## src/rtl/serial_to_parallel.sv

```systemverilog
// LSB-first framed serial receiver: start bit, N data bits, optional even parity.
// Define SERIAL_TO_PARALLEL_PARITY_EN to expect and check a parity bit after the data.
module serial_to_parallel #(
    parameter int N = 8
) (
    input  logic         CLK,
    input  logic         N_RESET,
    input  logic         EN,
    input  logic         SIN,
    output logic [N-1:0] DATAR,
    output logic         VALID,
    input  logic         ACK,
    output logic         BUSY,
    output logic         OVERRUN,
    output logic         PERR
);

    localparam int CW = $clog2(N);
    localparam logic [CW-1:0] LAST_BIT = CW'(N - 1);

    localparam logic [1:0] IDLE = 2'd0;
    localparam logic [1:0] RECV = 2'd1;
`ifdef SERIAL_TO_PARALLEL_PARITY_EN
    localparam logic [1:0] PAR  = 2'd2;
    // The full word must survive into the parity state, so keep all N bits.
    localparam int SR_LSB = 0;
`else
    // Bit 0 of the register would be shifted out on the completing edge unread.
    localparam int SR_LSB = 1;
`endif

    logic [1:0]        state_q, state_d;
    logic [N-1:SR_LSB] sr_q, sr_d;
    logic [CW-1:0]     cnt_q, cnt_d;
    logic [N-1:0]      datar_q, datar_d;
    logic              valid_q, valid_d;
    logic              busy_q, busy_d;
    logic              overrun_q, overrun_d;
    logic              perr_q, perr_d;

    logic [N-1:0]      shifted_word;
    logic [N-1:0]      done_word;
    logic              complete;

    assign shifted_word = {SIN, sr_q[N-1:1]};

    always_comb begin
        state_d   = state_q;
        sr_d      = sr_q;
        cnt_d     = cnt_q;
        datar_d   = datar_q;
        valid_d   = valid_q;
        overrun_d = overrun_q;
        perr_d    = 1'b0;
        complete  = 1'b0;
        done_word = shifted_word;

        if (EN) begin
            case (state_q)
                IDLE: begin
                    if (SIN) begin
                        state_d = RECV;
                        cnt_d   = '0;
                    end
                end
                RECV: begin
                    sr_d  = shifted_word[N-1:SR_LSB];
                    cnt_d = cnt_q + CW'(1);
                    if (cnt_q == LAST_BIT) begin
                        cnt_d = '0;
`ifdef SERIAL_TO_PARALLEL_PARITY_EN
                        state_d = PAR;
`else
                        state_d  = IDLE;
                        complete = 1'b1;
`endif
                    end
                end
`ifdef SERIAL_TO_PARALLEL_PARITY_EN
                PAR: begin
                    state_d   = IDLE;
                    done_word = sr_q;
                    if ((^sr_q) ^ SIN) begin
                        perr_d = 1'b1;
                    end else begin
                        complete = 1'b1;
                    end
                end
`endif
                default: state_d = IDLE;
            endcase
        end

        // A finishing word wins over a plain ACK; ACK on that edge makes room for it.
        if (complete) begin
            if (!valid_q || ACK) begin
                datar_d   = done_word;
                valid_d   = 1'b1;
                overrun_d = 1'b0;
            end else begin
                overrun_d = 1'b1;
            end
        end else if (valid_q && ACK) begin
            valid_d   = 1'b0;
            overrun_d = 1'b0;
        end

        busy_d = (state_d != IDLE);
    end

    always_ff @(posedge CLK or negedge N_RESET) begin
        if (!N_RESET) begin
            state_q   <= IDLE;
            sr_q      <= '0;
            cnt_q     <= '0;
            datar_q   <= '0;
            valid_q   <= 1'b0;
            busy_q    <= 1'b0;
            overrun_q <= 1'b0;
            perr_q    <= 1'b0;
        end else begin
            state_q   <= state_d;
            sr_q      <= sr_d;
            cnt_q     <= cnt_d;
            datar_q   <= datar_d;
            valid_q   <= valid_d;
            busy_q    <= busy_d;
            overrun_q <= overrun_d;
            perr_q    <= perr_d;
        end
    end

    assign DATAR   = datar_q;
    assign VALID   = valid_q;
    assign BUSY    = busy_q;
    assign OVERRUN = overrun_q;
`ifdef SERIAL_TO_PARALLEL_PARITY_EN
    assign PERR    = perr_q;
`else
    assign PERR    = 1'b0;
`endif

endmodule

```

## config.mk

```make
export PLATFORM = sky130hd
export DESIGN_NAME = serial_to_parallel
export DESIGN_NICKNAME = d
export VERILOG_FILES = /design/src/rtl/serial_to_parallel.sv
export SDC_FILE = /design/constraint.sdc
export NUM_CORES = 1
export LEC_CHECK = 0
export ABC_AREA = 1
export BUFFER_PORTS_ARGS = -buffer_cell sky130_fd_sc_hd__clkbuf_2
export CAP_MARGIN = 25
export CORE_ASPECT_RATIO = 1.1
export CORE_MARGIN = 1
export CORE_UTILIZATION = 55
export CTS_BUF_LIST = sky130_fd_sc_hd__clkbuf_4
export CTS_CLUSTER_DIAMETER = 120
export DETAILED_ROUTE_END_ITERATION = 10
export HOLD_SLACK_MARGIN = 0.12
export PLACE_DENSITY_LB_ADDON = 0.1
export SKIP_CTS_REPAIR_TIMING = 1
export SLEW_MARGIN = 10
export SYNTH_ARGS = -nofsm -noshare
export SYNTH_HDL_FRONTEND = slang
export SYNTH_SLANG_ARGS = --single-unit
```

## constraint.sdc

```tcl
create_clock -name CLK -period 1.63 [get_ports CLK]
set_input_delay 0.163 -clock CLK [delete_from_list [all_inputs] [get_ports CLK]]
set_output_delay 0.163 -clock CLK [all_outputs]
set_load 0.02 [all_outputs]
```

==> results.txt <==
Outcome - finished, violations left
Failing checks - DRC
Max IR drop VDD - 0.000761 V
Crit path arrival time - 1.63 ns
Period utilisation layout - 0.870
Area Overhead vs Synth - 12.8%
Gate Count Post-Synth - 114
Initial antenna violation count - 0
Synthesis-stage register bit count - 23
Peak Freq - 0.705 GHz
Max Cap Viol - 0
Routed len/inst - 11.9 um
Vias per cell - 5.13
CTS tree - yes
Die footprint - 2080 um2
Critical Path Fanout Max - 11
Final Slew Violations - 0
Gr usage total - 0.195
Die Span X - 43.5 um
Post-synthesis net count - 121
Post-Route M1 WL - 885 um
Port bufs - 15
Setup tns final - 0 ns
GP Congestion - 0.764
Post-synthesis sequential area ratio - 0.552
Total power - 1.38 mW
HPWL after DPL - 1280 um
Synth Cell Area - 1040 um2
Endpoints failing hold - 0
Synth warnings - 0
Synth top area cells - dfrtp_1 55%, nand2_1 12%, inv_1 6.5%
Diode count - 0
Fin crit period - 1.42 ns
Rows - 16
Core area - 1780 um2
Final core occ - 0.661
Worst EP required - 1.85 ns
Worst Tran Pin Value - 0.567 ns
Initial Utilization - 0.586
Netlist cell types - 17
Total congestion overflow - 0
Post-route ant nets - 0
First-pass GRT wire length - 2880 um
Area share of the largest cell type after synthesis - 0.552
Die Y - 47.7 um
RSZ-0062 raised after global routing - no
Clk buf depth - 2
Static leakage - 0.659 nW
CP Class - reg -> reg
Drt pass-1 iters - 9
Slew headroom - 0.622
Top cell type by total area after synthesis - dfrtp_1
CP Launch Type - register
Drc violations - 4
Total CTS buffers - 3
WL met3 - 65 um
H-tree levels - 1
Hold Path Class - in -> reg
Clk_lat worst skew - 0.31 ns
First DRT Iteration DRCs - 19
Largest net degree at the start of global routing - 24
Uppermost layer routed - met4
Total vias in the final route - 780
Vias in the first global route - 668
Ports - 17
Synth Area per Inst - 9.15 um2
CTS Sinks - 23
Setup Viol. Count Final - 0
PD cells - 1170 nW/um2
Worst Setup End Kind - register
Met2 wire len - 851 um
Share of cells above drive strength 1 - 0.194
Clk pin slew, worst setup/hold paths - 0.13 ns
Final Skew - 0.00563 ns
Root buffer cell - clkbuf_4
Final nets - 142
Drt total wl - 1810 um
-- flip-flops by register name, indices dropped and copies added, names as in the netlist --
name     cells
sr_q         7
state_q      2
VALID        1
DATAR        8
cnt_q        3
BUSY         1
OVERRUN      1
-- cell usage after synthesis --
library cell,n
nor2_8,1
nor2_1,2
nand3_4,1
conb_1,1
ha_1,2
inv_2,2
inv_1,18
dfrtp_1,23
o21ai_0,6
o22ai_1,1
nor2_2,1
buf_4,1
nand3_1,13
nand4_2,1
buf_6,1
o21bai_1,8
nand2_1,32
-- power breakdown --
group / total, mW / switching [mW] / leakage, nW / internal (mW)
clock: 0.269 / 0.177 / 0.0177 / 0.0918
sequential: 0.794 / 0.0892 / 0.267 / 0.705
combinational: 0.317 / 0.194 / 0.374 / 0.122
total: 1.38 / 0.461 / 0.659 / 0.919
-- cell usage in the layout, fill, tap and decap left out, drive strengths merged --
cell	n
nor2	4
nand3	14
o21bai	8
o22ai	1
clkinv	1
inv	20
o21ai	6
buf	1
ha	2
nand2	32
nand4	1
dlygate4sd3	2
conb	1
dfrtp	23
clkbuf	18
-- cell type report --
type / instances / area (um2)
clock buffer: 3 / 22.5
timing repair buffer: 18 / 103
clock inverter: 1 / 5.00
sequential: 23 / 576
multi-input combinational: 69 / 374
fill: 156 / 604
inverter: 20 / 75.1
tap: 18 / 22.5
-- metrics by stage --
| stage | hold WS, ns | setup slack (ns) | cell area [um2] | instances |
|---|---|---|---|---|
| 2_1_floorplan | -0.133 | 0.364 | 1040 | 114 |
| 3_3_place_gp | 0.173 | 0.307 | 1130 | 146 |
| 3_5_place_dp | 0.188 | 0.225 | 1130 | 146 |
| 4_1_cts | -0.171 | 0.203 | 1160 | 150 |
| 5_1_grt | 0.155 | 0.0916 | 1180 | 152 |
| 6_report | 0.152 | 0.211 | 1180 | 152 |
-- cells by family after synthesis --
logic type               Yosys count  share of synthesized area
other                              1                    0.00359
adder cells (fa/ha/maj)            2                     0.0240
AND/OR/NAND/NOR                   51                      0.239
flip-flops                        23                      0.552
buffers and inverters             22                     0.0899
AO/OA/AOI/OAI                     15                     0.0923
-- critical path: stages, from the launching register on --
cell and delay, ns:
dfrtp_1 0.40, ha_1 0.16, ha_1 0.17, nand4_2 0.28, o21bai_1 0.23, nand2_1 0.07
-- layer usage --
layer,vias to the layer above,GRT usage
met5,-,0
met4,0,0.119
met3,2,0.0264
met2,27,0.318
met1,354,0.252
li1,397,-
-- worst paths after layout --
path | depth (start not counted) | start | slack (ns) | endpoint
worst max register to register | 5 | cnt_q[0]$_DFFE_PN0P_ | 0.21 | DATAR[4]$_DFFE_PN0P_
max in group asynchronous | 2 | N_RESET | 0.89 | cnt_q[1]$_DFFE_PN0P_
worst min-delay path | 2 | EN | 0.15 | state_q[1]$_DFF_PN0_
worst max-delay path | 5 | cnt_q[0]$_DFFE_PN0P_ | 0.21 | DATAR[4]$_DFFE_PN0P_
worst min register to register | 2 | cnt_q[1]$_DFFE_PN0P_ | 0.50 | cnt_q[1]$_DFFE_PN0P_
min in group asynchronous | 2 | N_RESET | 0.36 | DATAR[5]$_DFFE_PN0P_
No activity file was read; power rests on OpenSTA's default activity.
